==> src/rtl/friscv_apb_arbiter.sv <==
// Round-robin arbiter sharing one APB-like slave port between NB_MST requesters.
// Registered request forwarding, completion pulse and a per-access timeout.
module friscv_apb_arbiter #(
    parameter int NB_MST  = 2,
    parameter int ADDRW   = 16,
    parameter int XLEN    = 32,
    parameter int TIMEOUT = 64
)(
    input  logic                     aclk,
    input  logic                     aresetn,
    input  logic                     srst,
    input  logic [NB_MST-1:0]        mst_en,
    input  logic [NB_MST-1:0]        mst_wr,
    input  logic [NB_MST*ADDRW-1:0]  mst_addr,
    input  logic [NB_MST*XLEN-1:0]   mst_wdata,
    input  logic [NB_MST*XLEN/8-1:0] mst_strb,
    output logic [NB_MST-1:0]        mst_ready,
    output logic [XLEN-1:0]          mst_rdata,
    output logic                     mst_err,
    output logic                     slv_en,
    output logic                     slv_wr,
    output logic [ADDRW-1:0]         slv_addr,
    output logic [XLEN-1:0]          slv_wdata,
    output logic [XLEN/8-1:0]        slv_strb,
    input  logic [XLEN-1:0]          slv_rdata,
    input  logic                     slv_ready
);

    localparam int STRBW = XLEN / 8;
    localparam int PTRW  = (NB_MST > 1) ? $clog2(NB_MST) : 1;
    localparam int SUMW  = PTRW + 1;
    localparam int CNTW  = (TIMEOUT > 1) ? $clog2(TIMEOUT) : 1;
    localparam logic [CNTW-1:0] CNT_LAST =
        (TIMEOUT > 0) ? CNTW'(TIMEOUT - 1) : '0;

    typedef enum logic [1:0] {
        IDLE,
        ACCESS,
        COMPLETE
    } state_t;

    state_t            state;
    state_t            nxt_state;
    logic [PTRW-1:0]   ptr;
    logic [PTRW-1:0]   grant;
    logic [CNTW-1:0]   counter;

    logic              found;
    logic [PTRW-1:0]   win;
    logic [SUMW-1:0]   sum;
    logic              sel_wr;
    logic [ADDRW-1:0]  sel_addr;
    logic [XLEN-1:0]   sel_wdata;
    logic [STRBW-1:0]  sel_strb;
    logic              timed_out;

    // Scan requesters starting at ptr, wrapping, first active one wins
    always_comb begin
        found = 1'b0;
        win   = '0;
        sum   = '0;
        for (int i = 0; i < NB_MST; i++) begin
            sum = {1'b0, ptr} + SUMW'(i);
            if (sum >= SUMW'(NB_MST))
                sum = sum - SUMW'(NB_MST);
            if (!found && mst_en[sum[PTRW-1:0]]) begin
                found = 1'b1;
                win   = sum[PTRW-1:0];
            end
        end
    end

    always_comb begin
        sel_wr    = 1'b0;
        sel_addr  = '0;
        sel_wdata = '0;
        sel_strb  = '0;
        for (int i = 0; i < NB_MST; i++) begin
            if (win == PTRW'(i)) begin
                sel_wr    = mst_wr[i];
                sel_addr  = mst_addr[i*ADDRW +: ADDRW];
                sel_wdata = mst_wdata[i*XLEN +: XLEN];
                sel_strb  = mst_strb[i*STRBW +: STRBW];
            end
        end
    end

    assign timed_out = (TIMEOUT != 0) && (counter == CNT_LAST);

    always_ff @(posedge aclk or negedge aresetn) begin
        if (!aresetn)
            state <= IDLE;
        else if (srst)
            state <= IDLE;
        else
            state <= nxt_state;
    end

    always_comb begin
        nxt_state = state;
        unique case (state)
            IDLE:     if (found) nxt_state = ACCESS;
            ACCESS:   if (slv_ready || timed_out) nxt_state = COMPLETE;
            COMPLETE: nxt_state = IDLE;
            default:  nxt_state = IDLE;
        endcase
    end

    always_ff @(posedge aclk or negedge aresetn) begin
        if (!aresetn) begin
            ptr       <= '0;
            grant     <= '0;
            counter   <= '0;
            slv_en    <= 1'b0;
            slv_wr    <= 1'b0;
            slv_addr  <= '0;
            slv_wdata <= '0;
            slv_strb  <= '0;
            mst_ready <= '0;
            mst_rdata <= '0;
            mst_err   <= 1'b0;
        end else if (srst) begin
            ptr       <= '0;
            grant     <= '0;
            counter   <= '0;
            slv_en    <= 1'b0;
            slv_wr    <= 1'b0;
            slv_addr  <= '0;
            slv_wdata <= '0;
            slv_strb  <= '0;
            mst_ready <= '0;
            mst_rdata <= '0;
            mst_err   <= 1'b0;
        end else begin
            unique case (state)
                IDLE: begin
                    if (found) begin
                        grant     <= win;
                        slv_en    <= 1'b1;
                        slv_wr    <= sel_wr;
                        slv_addr  <= sel_addr;
                        slv_wdata <= sel_wdata;
                        slv_strb  <= sel_strb;
                    end
                end
                ACCESS: begin
                    counter <= counter + 1'b1;
                    // A ready arriving on the last allowed cycle still counts
                    if (slv_ready) begin
                        slv_en    <= 1'b0;
                        mst_rdata <= slv_rdata;
                        mst_err   <= 1'b0;
                        mst_ready <= NB_MST'(1) << grant;
                    end else if (timed_out) begin
                        slv_en    <= 1'b0;
                        mst_rdata <= '0;
                        mst_err   <= 1'b1;
                        mst_ready <= NB_MST'(1) << grant;
                    end
                end
                COMPLETE: begin
                    mst_ready <= '0;
                    mst_err   <= 1'b0;
                    counter   <= '0;
                    ptr       <= (grant == PTRW'(NB_MST - 1)) ?
                                 '0 : grant + 1'b1;
                end
                default: begin
                    slv_en <= 1'b0;
                end
            endcase
        end
    end

endmodule

==> config.mk <==
export PLATFORM = sky130hd
export DESIGN_NAME = friscv_apb_arbiter
export DESIGN_NICKNAME = d
export VERILOG_FILES = /design/src/rtl/friscv_apb_arbiter.sv
export SDC_FILE = /design/constraint.sdc
export NUM_CORES = 1
export LEC_CHECK = 0
export ABC_AREA = 1
export BUFFER_PORTS_ARGS = -buffer_cell sky130_fd_sc_hd__buf_2
export CORE_ASPECT_RATIO = 0.6
export CORE_UTILIZATION = 47
export DETAILED_ROUTE_END_ITERATION = 8
export PLACE_DENSITY = 0.8
export SYNTH_ARGS = -nofsm -noshare
export SYNTH_HDL_FRONTEND = slang
export SYNTH_SLANG_ARGS = --single-unit
==> constraint.sdc <==
create_clock -name aclk -period 1.85 [get_ports aclk]
set_clock_uncertainty 0.15 [all_clocks]
set_input_delay 0.185 -clock aclk [delete_from_list [all_inputs] [get_ports aclk]]
set_output_delay 0.185 -clock aclk [all_outputs]
set_load 0.02 [all_outputs]
# Yosys cells after proc, flatten, opt, wreduce, memory -nomap -nowiden
# Cells that the tools add are included.
# Widths: inputs -> output; s select.
[totals]
register_bits = 99
[op_classes]
n_addsub = 5
magnitude_cmp = 4
eq_ne = 7
shifts = 1
muxes = 55
reduce_logical = 15
[op_table]
columns = ["op", "count"]
rows = [
  ["$mux 32", 8],
  ["$mux 16", 4],
  ["$mux 1", 27],
  ["$mux 4", 4],
  ["$mux 2", 6],
  ["$pmux 6 s2", 1],
  ["$pmux 2 s2", 2],
  ["$reduce_and 2->1", 4],
  ["$reduce_bool 2->1", 4],
  ["$add 6x1->6 const B", 1],
  ["$eq 6x6->1 const B", 1],
  ["$mux 6", 1],
  ["$ne 3x3->1 const B", 2],
  ["$reduce_bool 3->1", 2],
  ["$lt 1x2->1 const B", 2],
  ["$ne 4x4->1 const B", 1],
  ["$pmux 1 s3", 1],
  ["$reduce_and 3->1", 1],
  ["$add 1x1->2 const B", 1],
  ["$eq 2x1->1 const B", 1],
  ["$eq 2x2->1 const B", 1],
  ["$ge 1x2->1 const B", 1],
  ["$ge 2x2->1 const B", 1],
  ["$logic_not 2->1", 1],
  ["8 further kinds", 9],
]

# Logic depth before layout (Yosys ltp)
[depth]
depth_word = 12
depth_mapped = 9

# Least setup slack after synthesis
# No wires, ideal clock.
[synth_timing]
path_type = "flip-flop to flip-flop"
startpoint = "register counter[0]"
endpoint = "register mst_rdata[11]"
setup_time_ns = 0.118
t_arrival_ns = 1.280
required_ns = 1.582
path_slack_ns = 0.302
path_stages_with_launch = 10
n_path_buf = 1
synth_period_minus_slack_ns = 1.548
path_cell_list = "dfrtp_1 -> ha_1 -> nand2_1 -> nor2_1 -> nand2_1 -> nand2_2 -> o21ai_4 -> buf_6 -> nand2_1 -> o21ai_2"
[synth_via]
elab_chain_len = 3
[synth_rtl]
columns = ["item", "line_no", "text"]
rows = [
  ["from (decl)", "46", "logic [CNTW-1:0] counter;"],
  ["from (signal assigned)", "147", "counter <= counter + 1'b1;"],
  ["$eq 6x6->1", "88", "assign timed_out = (TIMEOUT != 0) && (counter == CNT_LAST);"],
  ["$reduce_bool 3->1 (no source line)", "n/a", ""],
  ["$reduce_and 2->1 (no source line)", "n/a", ""],
  ["to (signal assigned)", "151", "mst_rdata <= slv_rdata;"],
  ["to (decl)", "18", "output logic [XLEN-1:0] mst_rdata,"],
]
# No other way between the ends.
# A chain may end at the register's enable or synchronous reset.

# Worst setup path in the final report
[layout_timing]
startpoint = "register counter[1]"
endpoint = "register mst_rdata[12]"
# Same word-level chain as after synthesis.

==> reports/qor.csv <==
metric,value,unit
crit_family,flip-flops,
synth-seq-area-share,50.77,%
routed_wl,14620,microns
fmax,578.4,MHz
synth_edf_count,0,
design_area,7345,sq um
critPathMaxStageDelay,0.40,ns
layout-drive-gt1-share,35.00,%
whs_path_depth,3,
cp_common_cell,nand2_1,
synth_commonest_cells,"163 x nand2_1, 99 x dfrtp_1, 92 x nand3_1",
r2r_slack,0.12,ns
powerDensity,816.7,nW/um^2
synth_cell_types,25,
worstMarginPinSlew,0.5566,ns
num_io_pins,233,
fp-row-count,28,
dpl.hpwl,9360,microns
drt_pre_antenna_iters,5,
fin_crit,1.729,ns
initial_core_util,48.87,%
yosys_warnings,0,
clock_path_buffers,2,
cap_violations,0,
rr_startpoint,counter[1]$_DFFE_PN0P_,
power_leakage,0.004150,uW
synth.most_common_cell,nand2_1,
finalPower,5999,uW
ys_ff_latch,99,
detail-route-antenna-nets,0,
vias_per_cell,5.070,
endpoint_kind,flip-flop,
grt_pass1_wl,23280,microns
clock_power_share,31.1,%
multi_input_area,1953,sq um
cts_inserted_buffers,9,
clk_latency,0.33,ns
grt-ovfl-total,0,
wl_per_cell,14.41,microns
grt_usage,27.33,%
numClockSinks,99,
die_h,80.93,microns
slew_viol_final,0,
vdd_drop_max,0.0006541,V
maxSlewHeadroom,62.89,%
synth_top_area_cell,dfrtp_1,
avgSynthCellArea,8.531,sq um
syn_area,4880,sq um
synth-main-ff-cell,dfrtp_1,
cp_num_buf_inv,1,
async_reset_ff_share,100.0,%
synth.area.top_cells,"dfrtp_1 51%, nand2_1 13%, nand3_1 9.4%",
reg2reg_to,mst_rdata[12]$_DFFE_PN0P_,
cp.required,1.96,ns
core_area,9985,sq um
p_seq_share,42.1,%
path_cells,ha_1 -> nand2_1 -> nor2_2 -> nand2_1 -> nand2_2 -> o21ai_4 -> buf_12 -> nand2_1 -> o21ai_2,
syn_inst,572,
fin_util,73.56,%
cp_slowest_cell,dfrtp_1,
syn-num-nets,717,
vias,5146,
worstSetupStartpointType,flip-flop,
grt_pass1_vias,5055,
path_max_fanout,28,
power.switching,1839,uW
status,completed,
combPwrFrac,26.7,%
clkTransAtPathRegs,0.06,ns
regArea,2477,sq um
cts_max_level,3,
port_buffers,232,
finalCritPeriodShare,93.45,%
drt_iter0_drc,227,
dieArea,10810,sq um
antenna_found_initial,0,
final_nets,1022,
root_buffer,clkbuf_16,
holdPathEnd,slv_wdata[11]$_DFFE_PN0P_,
diodes,0,
area_growth_syn_to_layout,50.51,%
ff2ff_path_depth,9,
finalSetupTns,0,ns
remaining_drc_errors,0,
switching_share,30.66,%
rsz0062_at_grt,no,
die_w,133.5,microns
placed_cell_area,6180,sq um
nFillCells,717,
min_path_type,primary input to flip-flop,
pre_cts_slack,-0.02663,ns
setup_violations,0,
cts_tree,done,
internal_power,4160,uW
gp_congestion,0.8420,
crit_path_start,counter[1]$_DFFE_PN0P_,
grt_max_degree,69,
crit_type,flip-flop to flip-flop,
finalHoldViolCount,0,
setup_ws,0.1211,ns
worstHoldStart,mst_wdata[43],
synth_top_area_share,50.77,%
critPathArrivalTime,1.84,ns
## how the worst max path moves through the flow
stage	slack [ns]	depth (start not counted)	to
floorplan	0.30	9	mst_rdata[11]$_DFFE_PN0P_
global placement	0.08	9	mst_rdata[7]$_DFFE_PN0P_
detailed placement	-0.03	9	mst_rdata[30]$_DFFE_PN0P_
CTS	0.07	9	mst_rdata[12]$_DFFE_PN0P_
global route	0.02	9	mst_rdata[16]$_DFFE_PN0P_
finish	0.12	9	mst_rdata[12]$_DFFE_PN0P_
## registers in the layout (all words and copies together) (netlist names)
register	cells
ptr	1
slv_addr	16
slv_wr	1
grant	1
slv_strb	4
counter	6
mst_err	1
slv_en	1
slv_wdata	32
state	2
mst_rdata	32
mst_ready	2
## kinds of logic (layout without fill, tap and decap cells)
family	count (synthesis)	in the layout	share of synthesized area [%]
buf+inv	105	413	9.410
fa+ha+maj	1	1	0.2564
flops	99	99	50.77
xor+xnor	2	2	0.3590
compound gates	99	99	16.03
simple gates	266	266	23.18
## placed cells by master, fill, tap and decap left out, types with 3 or more instances in the layout
cell type / netlist / layout
dlygate4sd3_1: 0 / 83
o21ai_4: 2 / 3
inv_1: 62 / 62
o211ai_1: 53 / 53
nand3_1: 92 / 92
buf_2: 13 / 231
o21ai_1: 3 / 3
clkbuf_8: 0 / 3
nand2_1: 163 / 163
nor2_1: 6 / 5
dfrtp_1: 99 / 99
buf_12: 0 / 5
clkbuf_16: 0 / 9
inv_2: 3 / 3
buf_4: 1 / 15
o21ai_0: 5 / 5
o21ai_2: 33 / 32
nor2_2: 2 / 3
## repair_timing
action,CTS,global route
hold buffers,83,0
setup buffers,3,1
gates resized for setup,0,1
hold endpoints to repair,181,0
endpoints found under the setup margin,20,24
pin swaps,0,0
## routing by layer
metal / global-route usage, % / vias to the layer above / wire, microns / share of wire (%)
li1: - / 2493 / - / -
met1: 33.43 / 2419 / 6165 / 42
met2: 46.51 / 207 / 7167 / 49
met3: 6.679 / 27 / 977 / 6.7
met4: 12.61 / 0 / 313 / 2.1
met5: 0 / - / 0 / 0
## worst reg2reg max path, stage by stage, from the launching register on
cell,delay [ns]
dfrtp_1,0.40
ha_1,0.22
nand2_1,0.09
nor2_2,0.05
nand2_1,0.09
nand2_2,0.07
o21ai_4,0.17
buf_12,0.24
nand2_1,0.11
o21ai_2,0.07
## power by group through the flow
| stage | sequential [uW] | combinational (uW) | clock, uW |
|---|---|---|---|
| final | 2530 | 1600 | 1870 |
| after global routing | 2550 | 1740 | 2010 |
| after CTS | 2520 | 1590 | 1920 |
| after detailed placement | 2560 | 1440 | 0 |
| after global placement | 2550 | 1400 | 0 |
| after floorplan | 2820 | 586 | 0 |
## through the flow
stage | hold WS, ns | instances
6_report | 0.009930 | 1015
5_1_grt | 0.01806 | 1015
4_1_cts | 0.006581 | 1014
3_5_place_dp | -0.06834 | 914
3_3_place_gp | -0.07014 | 914
2_1_floorplan | -0.2606 | 572
## layout make-up
class,count,area share (%)
inverters,65,3.322
flip-flops and latches,99,33.73
clock buffers,12,3.629
repair buffers,334,29.95
multi-input cells,368,26.59
well taps,135,2.300
clock inverters,2,0.4770
Power figures use the tool's default switching activity.
